<file path="src/rtl/uart_rx_pkg.sv">
// Shared constants for the UART RX front stage: legal oversampling ratios,
// the frame length and the idle line level.
package uart_rx_pkg;

  localparam int   PRESCALE_8     = 8;
  localparam int   PRESCALE_16    = 16;
  localparam int   PRESCALE_32    = 32;
  localparam int   FRAME_BITS_MAX = 11;
  localparam logic RX_IDLE        = 1'b1;

  function automatic logic prescale_legal(input int unsigned p);
    return (p == PRESCALE_8) || (p == PRESCALE_16) || (p == PRESCALE_32);
  endfunction

endpackage

</file>
<file path="src/rtl/uart_rx_bit_sampler_if.sv">
// Bundle between the RX FSM (master) and the bit sampler (slave):
// line input, prescale, enables, and the counter/sample outputs.
interface uart_rx_bit_sampler_if #(
  parameter int PRESCALE_W = 6,
  parameter int BIT_CNT_W  = 4
);
  logic                  rx_in;
  logic [PRESCALE_W-1:0] prescale;
  logic                  cnt_en;
  logic                  samp_en;
  logic [PRESCALE_W-1:0] edge_cnt;
  logic [BIT_CNT_W-1:0]  bit_cnt;
  logic                  sampled_bit;
  logic                  sample_valid;
  logic                  bit_done;

  modport master (
    output rx_in, prescale, cnt_en, samp_en,
    input  edge_cnt, bit_cnt, sampled_bit, sample_valid, bit_done
  );

  modport slave (
    input  rx_in, prescale, cnt_en, samp_en,
    output edge_cnt, bit_cnt, sampled_bit, sample_valid, bit_done
  );
endinterface

</file>
<file path="src/rtl/uart_rx_sync2.sv">
// Two-flop synchroniser for the serial line; both stages reset to the idle
// level so a reset never looks like a start bit.
module uart_rx_sync2
  import uart_rx_pkg::*;
(
  input  logic clk,
  input  logic rst,
  input  logic d_i,
  output logic q_o
);

  logic ff1_q;
  logic ff2_q;

  always_ff @(posedge clk or negedge rst) begin
    if (!rst) begin
      ff1_q <= RX_IDLE;
      ff2_q <= RX_IDLE;
    end else begin
      ff1_q <= d_i;
      ff2_q <= ff1_q;
    end
  end

  assign q_o = ff2_q;

endmodule

</file>
<file path="src/rtl/uart_rx_bit_sampler.sv">
// UART RX bit sampler: edge/bit counters plus 3-sample mid-bit majority vote.
// Optional macro UART_RX_SYNC_EN inserts a 2-flop synchroniser on rx_in.
module uart_rx_bit_sampler
  import uart_rx_pkg::*;
#(
  parameter int PRESCALE_W = 6,
  parameter int BIT_CNT_W  = 4
) (
  input  logic                   clk,
  input  logic                   rst,
  uart_rx_bit_sampler_if.slave   bus
);

  logic rx_s;

`ifdef UART_RX_SYNC_EN
  uart_rx_sync2 u_sync (
    .clk (clk),
    .rst (rst),
    .d_i (bus.rx_in),
    .q_o (rx_s)
  );
`else
  assign rx_s = bus.rx_in;
`endif

  logic                  cnt_en_q, cnt_en_d;
  logic [PRESCALE_W-1:0] p_q, p_d;
  logic [PRESCALE_W-1:0] edge_cnt_q, edge_cnt_d;
  logic [BIT_CNT_W-1:0]  bit_cnt_q, bit_cnt_d;
  logic                  s0_q, s0_d;
  logic                  s1_q, s1_d;
  logic                  arm0_q, arm0_d;
  logic                  arm1_q, arm1_d;
  logic                  sampled_bit_q, sampled_bit_d;
  logic                  sample_valid_q, sample_valid_d;
  logic                  bit_done_q, bit_done_d;

  logic [PRESCALE_W-1:0] p_last, mid, mid_m1, mid_p1;
  logic                  vote;

  assign p_last = p_q - PRESCALE_W'(1);
  assign mid    = p_q >> 1;
  assign mid_m1 = mid - PRESCALE_W'(1);
  assign mid_p1 = mid + PRESCALE_W'(1);
  assign vote   = (s0_q & s1_q) | (s0_q & rx_s) | (s1_q & rx_s);

  // p_q is stale on the cnt_en rising edge, but edge_cnt_q is 0 there so
  // none of the wrap/capture compares can fire on that edge.
  always_comb begin
    cnt_en_d       = bus.cnt_en;
    p_d            = p_q;
    edge_cnt_d     = edge_cnt_q;
    bit_cnt_d      = bit_cnt_q;
    s0_d           = s0_q;
    s1_d           = s1_q;
    arm0_d         = arm0_q;
    arm1_d         = arm1_q;
    sampled_bit_d  = sampled_bit_q;
    sample_valid_d = 1'b0;
    bit_done_d     = 1'b0;

    if (!bus.cnt_en) begin
      edge_cnt_d = '0;
      bit_cnt_d  = '0;
      arm0_d     = 1'b0;
      arm1_d     = 1'b0;
    end else begin
      if (!cnt_en_q) begin
        p_d = prescale_legal(32'(bus.prescale)) ? bus.prescale
                                                : PRESCALE_W'(PRESCALE_8);
      end

      if (edge_cnt_q == p_last) begin
        edge_cnt_d = '0;
        bit_cnt_d  = bit_cnt_q + BIT_CNT_W'(1);
        bit_done_d = 1'b1;
      end else begin
        edge_cnt_d = edge_cnt_q + PRESCALE_W'(1);
      end

      // arm0/arm1 record that every capture of this bit happened with samp_en
      if (edge_cnt_q == mid_m1) begin
        arm0_d = bus.samp_en;
        if (bus.samp_en) s0_d = rx_s;
      end
      if (edge_cnt_q == mid) begin
        arm1_d = bus.samp_en & arm0_q;
        if (bus.samp_en) s1_d = rx_s;
      end
      if ((edge_cnt_q == mid_p1) && bus.samp_en && arm1_q) begin
        sampled_bit_d  = vote;
        sample_valid_d = 1'b1;
        arm0_d         = 1'b0;
        arm1_d         = 1'b0;
      end
    end
  end

  always_ff @(posedge clk or negedge rst) begin
    if (!rst) begin
      cnt_en_q       <= 1'b0;
      p_q            <= PRESCALE_W'(PRESCALE_8);
      edge_cnt_q     <= '0;
      bit_cnt_q      <= '0;
      s0_q           <= RX_IDLE;
      s1_q           <= RX_IDLE;
      arm0_q         <= 1'b0;
      arm1_q         <= 1'b0;
      sampled_bit_q  <= RX_IDLE;
      sample_valid_q <= 1'b0;
      bit_done_q     <= 1'b0;
    end else begin
      cnt_en_q       <= cnt_en_d;
      p_q            <= p_d;
      edge_cnt_q     <= edge_cnt_d;
      bit_cnt_q      <= bit_cnt_d;
      s0_q           <= s0_d;
      s1_q           <= s1_d;
      arm0_q         <= arm0_d;
      arm1_q         <= arm1_d;
      sampled_bit_q  <= sampled_bit_d;
      sample_valid_q <= sample_valid_d;
      bit_done_q     <= bit_done_d;
    end
  end

  assign bus.edge_cnt     = edge_cnt_q;
  assign bus.bit_cnt      = bit_cnt_q;
  assign bus.sampled_bit  = sampled_bit_q;
  assign bus.sample_valid = sample_valid_q;
  assign bus.bit_done     = bit_done_q;

endmodule

</file>
<file path="src/flat_wrapper.sv">
// flat-port wrapper written by rule: the top's interface ports become plain ports
module uart_rx_bit_sampler_flat import uart_rx_pkg::*;
#(
  parameter int PRESCALE_W = 6,
  parameter int BIT_CNT_W  = 4
)
  (clk, rst, bus_rx_in, bus_prescale, bus_cnt_en, bus_samp_en, bus_edge_cnt, bus_bit_cnt, bus_sampled_bit, bus_sample_valid, bus_bit_done);
  uart_rx_bit_sampler_if #(.PRESCALE_W(PRESCALE_W), .BIT_CNT_W(BIT_CNT_W)) bus_i ();
  input  logic clk;
  input  logic rst;
  input wire logic [$bits(bus_i.rx_in)-1:0] bus_rx_in;
  input wire logic [$bits(bus_i.prescale)-1:0] bus_prescale;
  input wire logic [$bits(bus_i.cnt_en)-1:0] bus_cnt_en;
  input wire logic [$bits(bus_i.samp_en)-1:0] bus_samp_en;
  output wire logic [$bits(bus_i.edge_cnt)-1:0] bus_edge_cnt;
  output wire logic [$bits(bus_i.bit_cnt)-1:0] bus_bit_cnt;
  output wire logic [$bits(bus_i.sampled_bit)-1:0] bus_sampled_bit;
  output wire logic [$bits(bus_i.sample_valid)-1:0] bus_sample_valid;
  output wire logic [$bits(bus_i.bit_done)-1:0] bus_bit_done;
  assign bus_i.rx_in = bus_rx_in;
  assign bus_i.prescale = bus_prescale;
  assign bus_i.cnt_en = bus_cnt_en;
  assign bus_i.samp_en = bus_samp_en;
  assign bus_edge_cnt = bus_i.edge_cnt;
  assign bus_bit_cnt = bus_i.bit_cnt;
  assign bus_sampled_bit = bus_i.sampled_bit;
  assign bus_sample_valid = bus_i.sample_valid;
  assign bus_bit_done = bus_i.bit_done;
  uart_rx_bit_sampler #(.PRESCALE_W(PRESCALE_W), .BIT_CNT_W(BIT_CNT_W)) u_core (.clk(clk), .rst(rst), .bus(bus_i));
endmodule
</file>
<file path="config.mk">
export PLATFORM = sky130hd
export DESIGN_NAME = uart_rx_bit_sampler_flat
export DESIGN_NICKNAME = d
export VERILOG_FILES = /design/src/rtl/uart_rx_pkg.sv /design/src/rtl/uart_rx_bit_sampler_if.sv /design/src/rtl/uart_rx_sync2.sv /design/src/rtl/uart_rx_bit_sampler.sv /design/src/flat_wrapper.sv
export SDC_FILE = /design/constraint.sdc
export NUM_CORES = 1
export LEC_CHECK = 0
export ABC_AREA = 1
export BUFFER_PORTS_ARGS = -buffer_cell sky130_fd_sc_hd__buf_2
export CORE_MARGIN = 2
export CORE_UTILIZATION = 50
export CTS_CLUSTER_DIAMETER = 50
export CTS_CLUSTER_SIZE = 10
export DETAILED_ROUTE_END_ITERATION = 12
export HOLD_SLACK_MARGIN = 0.06
export PLACE_DENSITY_LB_ADDON = 0.15
export SYNTH_ARGS = -nofsm -noshare
export SYNTH_HDL_FRONTEND = slang
export SYNTH_SLANG_ARGS = --single-unit
</file>
<file path="constraint.sdc">
create_clock -name clk -period 2.4 [get_ports clk]
set_input_delay 0.12 -clock clk [delete_from_list [all_inputs] [get_ports clk]]
set_output_delay 0.12 -clock clk [all_outputs]
set_load 0.02 [all_outputs]
</file>
==> impl_metrics.tcl, run 1 <==
set metrics [dict create \
    status "finished clean" \
    worstSetupPathType "register to register" \
    gp_congestion 0.924 \
    die_w_um 62.7 \
    area_growth_pct 11.7 \
    grt-ovfl-total 0 \
    clk_path_buf_depth 2 \
    first_pass_iters 4 \
    place_hpwl_um 2800 \
    place_inst 304 \
    post_dp_cell_area_um2 1860 \
    met1_usage_pct 28.4 \
    fin_crit_sh_pct 74.9 \
    nets 283 \
    finalSetupViolCount 0 \
    fp.dieH_um 62.7 \
    p_total_mw 0.856 \
    slew_viol_final 0 \
    layout-drive-gt1-share_pct 21.1 \
    path_cells "inv_2 > ha_1 > inv_1 > a21oi_1 > nor2_1 > nor2_4 > nand3_4 > nand2_4 > nor2_2" \
    dp_slack_ns 0.627 \
    clkTransAtPathRegs_ns 0.12 \
    final_area_um2 1920 \
    clock.fmax_mhz 557 \
    wirelength_um 3610 \
    worst_pin_slew_ns 0.549 \
    max-slew-margin-rel_pct 63.4 \
    startpoint_type "register" \
    max_stage_delay_ns 0.48 \
    cts-root-buf "clkbuf_4" \
    tns_ns 0 \
    h-tree-depth 1 \
    fill_cells 332 \
    critPathSlowestCell "dfrtp_1" \
    syn-instance-count 241 \
    p_leak_nw 1.04 \
    insertion_delay_ns 0.32 \
    core-area_um2 3310 \
    wl_per_cell_um 11.6 \
    met2_usage_pct 33.7 \
    cap_violations 0 \
    worstPathRequired_ns 2.61 \
    worst_setup_path_end_kind "register" \
    worst_clock_skew_ns 0.00755 \
    ir_drop_uv 187 \
    cts_setup_buffers 0 \
    grt_max_degree 25 \
    fin_cells 311 \
    vias 1520 \
    avgSynthCellArea_um2 7.14 \
    syn_area_um2 1720 \
    viasPerCell 4.89 \
    ys_seq_area_share_pct 35.2 \
    numCtsBuffers 3 \
    grt_pass1_vias 1474 \
    finalWorstSetupSlack_ns 0.603 \
    cts_resized 0 \
    drc 0 \
    antennaDiodeCount 0 \
    antenna_found_initial 0 \
    grt_pass1_wl_um 6430 \
    cp_max_fo 7 \
    fin_util_pct 58.1 \
    hp-class "input pin to register" \
    use_met3_pct 1.62 \
    ys_ff_latch 24 \
    power_density_nw_per_um2 445 \
    detail-route-antenna-nets 0 \
    hold_violations 0 \
    yosysWarnings 0 \
    first_iter_violations 109 \
    hold_ws_ns 0.0711 \
    initial_core_util_pct 52.0 \
    synth_cell_types 27 \
    synth_nets 258 \
    io_buffers 23 \
    grt_setup_unrepaired "no" \
    fin_crit_ns 1.80 \
    cts_tree "built" \
    top_usage_layer "met2" \
    fp.dieArea_um2 3930 \
    crit_arrival_ns 2.00 \
    rows 21 \
    top_level_ports 24 \
    clock_sinks 24 \
    grtUsageTotal_pct 20.6 \
]
[path summary, 6_finish.rpt]
path | from | to | slack [ns] | depth (start not counted)
max in group asynchronous | rst | u_core.p_q[3]$_DFFE_PN1P_ | 1.72 | 2
setup / recovery | u_core.p_q[2]$_DFFE_PN0P_ | u_core.bus.edge_cnt[0]$_DFF_PN0_ | 0.60 | 9
setup reg to reg | u_core.p_q[2]$_DFFE_PN0P_ | u_core.bus.edge_cnt[0]$_DFF_PN0_ | 0.60 | 9
min in group asynchronous | rst | u_core.arm1_q$_DFFE_PN0P_ | 0.31 | 2
hold / removal | bus_prescale[4] | u_core.p_q[4]$_DFFE_PN0P_ | 0.07 | 3
hold reg to reg | u_core.bus.sampled_bit$_DFFE_PN1P_ | u_core.bus.sampled_bit$_DFFE_PN1P_ | 0.49 | 2
[per-layer routing]
layer  share of wire (%)  vias to the layer above
met5                   0                        -
met4                 1.9                        0
met3                 4.2                        7
met2                  45                       40
met1                  49                      672
li1                    -                      801
[layout by cell type (no fill, tap or decap), types with 5 or more instances in the layout]
cell type | netlist | routed
buf_2 | 3 | 23
dfrtp_1 | 20 | 20
ha_1 | 6 | 6
inv_1 | 27 | 27
inv_2 | 7 | 7
nand2_1 | 74 | 74
nand3_1 | 22 | 22
nand4_1 | 8 | 8
nor2_1 | 20 | 20
nor2_2 | 10 | 10
o21ai_1 | 5 | 5
xnor2_1 | 6 | 6
xor2_1 | 6 | 6
[cell families (layout without fill, tap and decap cells)]
group	count (synthesis)	in the layout	share of synthesized area, %
AOI/OAI and AO/OA	15	15	4.72
xor gates and xnor gates	14	14	7.99
adders and majority gates	6	6	4.36
buffers and inverters	40	64	9.59
DFF	24	24	35.2
and+or+nand+nor	142	142	38.2
[where the power goes]
group          total (mW)  internal [mW]  switching (mW)
logic               0.180         0.0672           0.112
clock network       0.214         0.0927           0.121
registers           0.463          0.434          0.0289
total               0.856          0.594           0.262
[sequential cells by signal (all words and copies together) (netlist names)]
register / count
u_core.bus.sampled_bit: 1
u_core.s0_q: 1
u_core.bus.bit_cnt: 4
u_core.arm1_q: 1
u_core.cnt_en_q: 1
u_core.bus.sample_valid: 1
u_core.arm0_q: 1
u_core.bus.bit_done: 1
u_core.s1_q: 1
u_core.p_q: 6
u_core.bus.edge_cnt: 6
[synthesized netlist by cell type]
cell       n  share of area, %
nand2_1   74                16
inv_1     27               5.9
nand3_1   22               6.4
dfrtp_1   20                29
nor2_1    20               4.4
nor2_2    10               3.6
nand4_1    8               2.9
inv_2      7               1.5
ha_1       6               4.4
xnor2_1    6               3.1
xor2_1     6               3.1
o21ai_1    5               1.5
dfstp_2    4               6.1
o21ai_0    4               1.2
a21oi_1    3              0.87
buf_2      3              0.87
buf_4      2              0.87
nand3_2    2               1.2
nor2_4     2               1.3
nor3_1     2              0.58
xor2_2     2               1.9
clkbuf_4   1              0.44
nand2_4    1              0.65
nand3_4    1               1.0
o211ai_1   1              0.44
o22ai_1    1              0.36
o31ai_1    1              0.44
[final cells by class]
type | count | area, um2 | share of cell area [%]
multi-input cells | 177 | 951 | 49.4
inverters | 34 | 128 | 6.64
well taps | 46 | 57.6 | 2.99
repair buffers | 26 | 145 | 7.55
clock buffers | 4 | 36.3 | 1.89
flip-flops and latches | 24 | 606 | 31.5
[worst max-delay path: cells and delay by family, from the launching register on]
| family | cells | cell delay (ns) |
|---|---|---|
| AO/OA/AOI/OAI | 1 | 0.15 |
| AND/OR/NAND/NOR | 5 | 0.57 |
| buffers and inverters | 2 | 0.22 |
| flip-flops | 1 | 0.48 |
| adder cells (fa/ha/maj) | 1 | 0.26 |
[what timing repair did]
action	4_1_cts	5_1_grt
endpoints found under the setup margin	0	0
hold buffers	3	0
endpoints found under the hold margin	23	0
No activity file was read; power rests on OpenSTA's default activity.
==> run 2: changes to the inputs <==
clock period = 1.6 ns   (was 2.4 ns; I/O delays follow)
==> impl_metrics.tcl, run 2 (synthesized netlist as in run 1, its figures left out) <==
set metrics [dict create \
    startpoint_type "register" \
    fill_cells 301 \
    final_common_cell "nand2_1" \
    clk_path_buf_depth 2 \
    power_frac_comb_pct 23.2 \
    cp_max_fo 6 \
    viasPerCell 5.02 \
    grt_pass1_vias 1536 \
    numCtsBuffers 3 \
    r2r_slack_ns -0.004 \
    p_switching_mw 0.453 \
    clock_sinks 24 \
    final_area_um2 2200 \
    critPathSlowestCell "dfstp_2" \
    hp-class "input pin to register" \
    core-area_um2 3310 \
    dp_slack_ns -0.0258 \
    clkTransAtPathRegs_ns 0.15 \
    max-slew-margin-rel_pct 64.6 \
    top_level_ports 24 \
    first_iter_violations 73 \
    fin_crit_ns 1.60 \
    clock.fmax_mhz 624 \
    gp_congestion 0.943 \
    antennaDiodeCount 0 \
    cap_violations 0 \
    die_w_um 62.7 \
    nets 303 \
    post_dp_cell_area_um2 1930 \
    path_cells "buf_12 > buf_4 > xnor2_1 > nor2_1 > nor2_4 > nand3_4 > nand3_1 > nand2_1" \
    antenna_found_initial 0 \
    worstPathRequired_ns 1.84 \
    p_total_mw 1.50 \
    final_cell_mix "69 x nand2_1, 26 x inv_1, 23 x buf_2" \
    area_growth_pct 27.7 \
    grt_setup_unrepaired "yes" \
    vias 1661 \
    finalWorstSetupSlack_ns -0.00371 \
    fp.dieArea_um2 3930 \
    finalSetupViolCount 1 \
    wirelength_um 4220 \
    cts_tree "built" \
    layout-drive-gt1-share_pct 30.9 \
    worstSetupPathType "register to register" \
    hold_violations 0 \
    wl_per_cell_um 12.7 \
    initial_core_util_pct 52.0 \
    power_frac_seq_pct 46.0 \
    cts-root-buf "clkbuf_4" \
    worst_setup_path_end_kind "register" \
    h-tree-depth 1 \
    grt_pass1_wl_um 6880 \
    fin_crit_sh_pct 100 \
    drc 0 \
    ir_drop_uv 480 \
    detail-route-antenna-nets 0 \
    p_int_mw 1.05 \
    crit_arrival_ns 1.85 \
    violations "negative setup slack" \
    slew_viol_final 0 \
    p_clk_share_pct 30.8 \
    io_buffers 23 \
    place_hpwl_um 3040 \
    first_pass_iters 8 \
    status "complete, but fails checks" \
    grt_max_degree 25 \
    insertion_delay_ns 0.33 \
    grt-ovfl-total 0 \
    power_density_nw_per_um2 682 \
    rows 21 \
    switching_share_pct 30.2 \
    grtUsageTotal_pct 22.4 \
    worst_clock_skew_ns 0.00336 \
    worst_pin_slew_ns 0.531 \
    p_leak_nw 1.15 \
    max_stage_delay_ns 0.58 \
    fp.dieH_um 62.7 \
]
==> run 2: cell count changes in the layout (fill, tap and decap cells not counted), sizes merged <==
cell	delta
dlygate4sd3	+4
bufinv	+1
buf	+15
==> run 2: final timing paths <==
path | startpoint | to | cells past startpoint
worst min register to register | u_core.bus.sampled_bit$_DFFE_PN1P_ | u_core.bus.sampled_bit$_DFFE_PN1P_ | 2
worst min-delay path | bus_prescale[0] | u_core.p_q[5]$_DFFE_PN0P_ | 4
max in group asynchronous | rst | u_core.bus.sampled_bit$_DFFE_PN1P_ | 2
worst max register to register | u_core.p_q[3]$_DFFE_PN1P_ | u_core.bus.bit_cnt[3]$_DFFE_PN0P_ | 8
min in group asynchronous | rst | u_core.p_q[5]$_DFFE_PN0P_ | 2
worst max-delay path | u_core.p_q[3]$_DFFE_PN1P_ | u_core.bus.bit_cnt[3]$_DFFE_PN0P_ | 8
==> run 2: critical path, delay by kind of cell (launching register included) <==
kind	cells	cell delay [ns]
DFF	1	0.58
and+or+nand+nor	5	0.55
buffers and inverters	2	0.23
xor gates and xnor gates	1	0.15
==> run 2: repair_timing <==
action                                 CTS  global route
setup buffers                            3             3
gates resized for setup                  5            15
pin swaps                                3             5
endpoints found under the hold margin   27             0
setup endpoints to repair                9            17
hold buffers                             7             0
==> run 2: stage by stage <==
stage | hold slack (ns) | utilization [%] | cells | TNS [ns]
2_1_floorplan | -0.216 | - | 241 | 0
3_3_place_gp | 0.0953 | 58.4 | 314 | 0
3_5_place_dp | 0.104 | 58.4 | 314 | -0.112
4_1_cts | 0.0666 | 63.4 | 328 | -0.0901
5_1_grt | 0.0899 | 66.4 | 331 | -0.808
6_report | 0.0526 | 66.4 | 331 | -0.00371
==> run 2: power by group through the flow <==
| stage | sequential, mW | clock [mW] | combinational (mW) |
|---|---|---|---|
| after floorplan | 0.690 | 0 | 0.210 |
| after global placement | 0.707 | 0 | 0.269 |
| after detailed placement | 0.707 | 0 | 0.272 |
| after CTS | 0.696 | 0.465 | 0.291 |
| after global routing | 0.697 | 0.488 | 0.388 |
| final | 0.689 | 0.462 | 0.347 |
==> run 2: area by class of cell <==
type                            count  area, um2  area share [%]
Multi-Input combinational cell    177       1040            47.3
Sequential cell                    24        606            27.5
Timing Repair Buffer               46        315            14.3
Inverter                           34        128            5.81
Tap cell                           46       57.6            2.62
Clock inverter                      1       30.0            1.37
Clock buffer                        3       22.5            1.02
==> run 2: per-layer routing <==
layer / global-route usage, % / vias to the layer above / share of wire [%]
met5: 0 / - / 0
met4: 8.61 / 0 / 2.0
met3: 2.16 / 12 / 4.0
met2: 39.8 / 47 / 52
met1: 28.1 / 760 / 42
li1: - / 842 / -
==> run 3: changes to the inputs <==
ABC_CLOCK_PERIOD_IN_PS = 1600   (was not set)
CORE_ASPECT_RATIO = 0.7   (was not set)
SYNTH_HIERARCHICAL = 1   (was not set)
==> impl_metrics.tcl, run 3 <==
set metrics [dict create \
    slew_viol_final 0 \
    critPathSlowestCell "dfrtp_1" \
    p_leak_nw 1.16 \
    synthFlopType "dfrtp_1" \
    place_inst 326 \
    status "complete, but fails checks" \
    hp-class "input pin to register" \
    ys_ff_latch 24 \
    max-slew-margin-rel_pct 64.4 \
    top_level_ports 24 \
    worstSetupPathType "register to register" \
    power_frac_comb_pct 23.0 \
    fin_cells 334 \
    layout-drive-gt1-share_pct 31.7 \
    rr_startpoint "u_core/p_q[1]$_DFFE_PN0P_" \
    synth_cell_types 28 \
    top_usage_layer "met1" \
    core-area_um2 3210 \
    max_stage_delay_ns 0.42 \
    grt_pass1_vias 1366 \
    wl_per_cell_um 11.8 \
    hold_start "bus_prescale[4]" \
    insertion_delay_ns 0.26 \
    grt-ovfl-total 0 \
    fp.dieArea_um2 3940 \
    use_met3_pct 3.43 \
    finalWorstSetupSlack_ns -0.00254 \
    synth_edf_count 0 \
    fp.dieH_um 53.2 \
    synthTopCellsByArea "dfrtp_1 29%, nand2_1 18%, dfstp_2 6.1%" \
    path_cells "inv_4 > ha_4 > inv_1 > nand2_1 > nand2_1 > nand2_1 > nand2_1 > inv_2 > nand2_1 > nor2_2 > nand2_4 > nand2_4 > nor2_2" \
    grt_max_degree 25 \
    h-tree-depth 1 \
    met1_usage_pct 35.1 \
    violations "negative setup slack" \
    power_frac_seq_pct 50.3 \
    p_total_mw 1.38 \
    p_clk_share_pct 26.6 \
    fin_crit_sh_pct 100 \
    switching_share_pct 31.0 \
    yosysWarnings 6 \
    antennaDiodeCount 0 \
    synth_top_area_cell "dfrtp_1" \
    hold_ws_ns 0.0863 \
    cts-root-buf "clkbuf_8" \
    detail-route-antenna-nets 0 \
    hold_violations 0 \
    seqCellArea_um2 607 \
    wirelength_um 3950 \
    synth_most_common_cell "nand2_1" \
    ir_drop_uv 394 \
    clk_path_buf_depth 2 \
    cp_max_fo 6 \
    worst_setup_path_end_kind "register" \
    numCtsBuffers 3 \
    met2_usage_pct 31.1 \
    grt_setup_unrepaired "yes" \
    synth_top_area_share_pct 29.0 \
    syn-instance-count 248 \
    gp_congestion 0.964 \
    nets 305 \
    finalSetupViolCount 1 \
    final_cell_mix "82 x nand2_1, 23 x buf_2, 23 x inv_1" \
    ys_seq_area_share_pct 35.1 \
    synth_common_cells "85 x nand2_1, 28 x inv_1, 20 x dfrtp_1" \
    crit_top_cell "nand2_1" \
    initial_core_util_pct 53.7 \
    final_common_cell "nand2_1" \
    fin_crit_ns 1.60 \
    synth_nets 265 \
    clock_sinks 24 \
    clock.fmax_mhz 624 \
    fin_util_pct 66.3 \
    antenna_found_initial 0 \
    crit_arrival_ns 1.75 \
    drc 0 \
    avgSynthCellArea_um2 6.96 \
    rows 17 \
    die_w_um 74.2 \
    cts_tree "built" \
    p_switching_mw 0.427 \
    place_hpwl_um 3020 \
    crit_buf_inv 3 \
    cap_violations 0 \
    worst_clock_skew_ns 0.00193 \
    viasPerCell 4.88 \
    io_buffers 23 \
    crit_family "simple AND/OR/NAND/NOR gates" \
    grtUsageTotal_pct 21.9 \
    clkTransAtPathRegs_ns 0.08 \
    grt_pass1_wl_um 6490 \
    area_growth_pct 23.4 \
    syn_area_um2 1730 \
    worst_pin_slew_ns 0.534 \
    startpoint_type "register" \
    worstSetupStartpoint "u_core/p_q[1]$_DFFE_PN0P_" \
    ys_async_sr_fraction_pct 100 \
    vias 1631 \
    fill_cells 294 \
    first_iter_violations 100 \
    p_int_mw 0.951 \
    worstPathRequired_ns 1.75 \
    first_pass_iters 4 \
    multi_input_area_um2 1060 \
    power_density_nw_per_um2 647 \
]
[run 3: area by class of cell]
type	count	share of cell area (%)
inverters	36	6.46
multi-input cells	187	49.8
clock buffers	4	2.12
well taps	47	2.76
flip-flops and latches	24	28.5
repair buffers	36	10.4
[run 3: cells by family (layout without fill, tap and decap cells)]
kind of cell / count (synthesis) / after routing / synth area share, %
AND/OR/NAND/NOR: 158 / 158 / 43.2
XOR/XNOR: 9 / 9 / 4.57
adder cells (fa/ha/maj): 7 / 7 / 4.93
AO/OA/AOI/OAI: 13 / 13 / 4.13
flip-flops: 24 / 24 / 35.1
buffers and inverters: 37 / 76 / 8.05
[run 3: path summary, 6_finish.rpt]
kind,to,slack (ns),cells after the start
worst max register to register,u_core/bus.edge_cnt[0]$_DFF_PN0_,-0.003,13
min in group asynchronous,u_core/p_q[4]$_DFFE_PN0P_,0.32,2
max in group asynchronous,u_core/bus.edge_cnt[4]$_DFF_PN0_,0.90,2
worst max-delay path,u_core/bus.edge_cnt[0]$_DFF_PN0_,-0.003,13
worst min-delay path,u_core/p_q[4]$_DFFE_PN0P_,0.09,3
worst min register to register,u_core/bus.sampled_bit$_DFFE_PN1P_,0.47,2
[run 3: per-layer routing]
layer / up-vias / share of wire [%]
met5: - / 0
met4: 0 / 0
met3: 0 / 6.6
met1: 730 / 51
met2: 41 / 42
li1: 860 / -
[run 3: repair_timing]
action | 4_1_cts | 5_1_grt
pin swaps | 0 | 14
setup buffers | 1 | 1
endpoints found under the hold margin | 22 | 0
hold buffers | 2 | 0
resized for setup | 0 | 24
endpoints found under the setup margin | 1 | 17
[run 3: tightest hold or removal path: cells and delay by family]
family / cells / cell delay, ns
compound gates: 1 / 0.07
simple gates: 1 / 0.06
buf+inv: 1 / 0.10
[run 3: per-stage QoR]
step                setup TNS [ns]  worst slack, ns  instance area (um2)
floorplan                        0           0.0399                 1730
detailed placement               0           0.0158                 1960
CTS                              0           0.0143                 2040
global route                 -1.14           -0.112                 2130
global placement                 0           0.0251                 1960
finish                    -0.00254         -0.00254                 2130
[run 3: power by group through the flow]
stage          clock network, mW  registers (mW)  logic, mW
2_1_floorplan                  0           0.709      0.200
3_3_place_gp                   0           0.705      0.292
3_5_place_dp                   0           0.705      0.297
4_1_cts                    0.386           0.693      0.302
5_1_grt                    0.410           0.700      0.357
6_report                   0.367           0.694      0.317
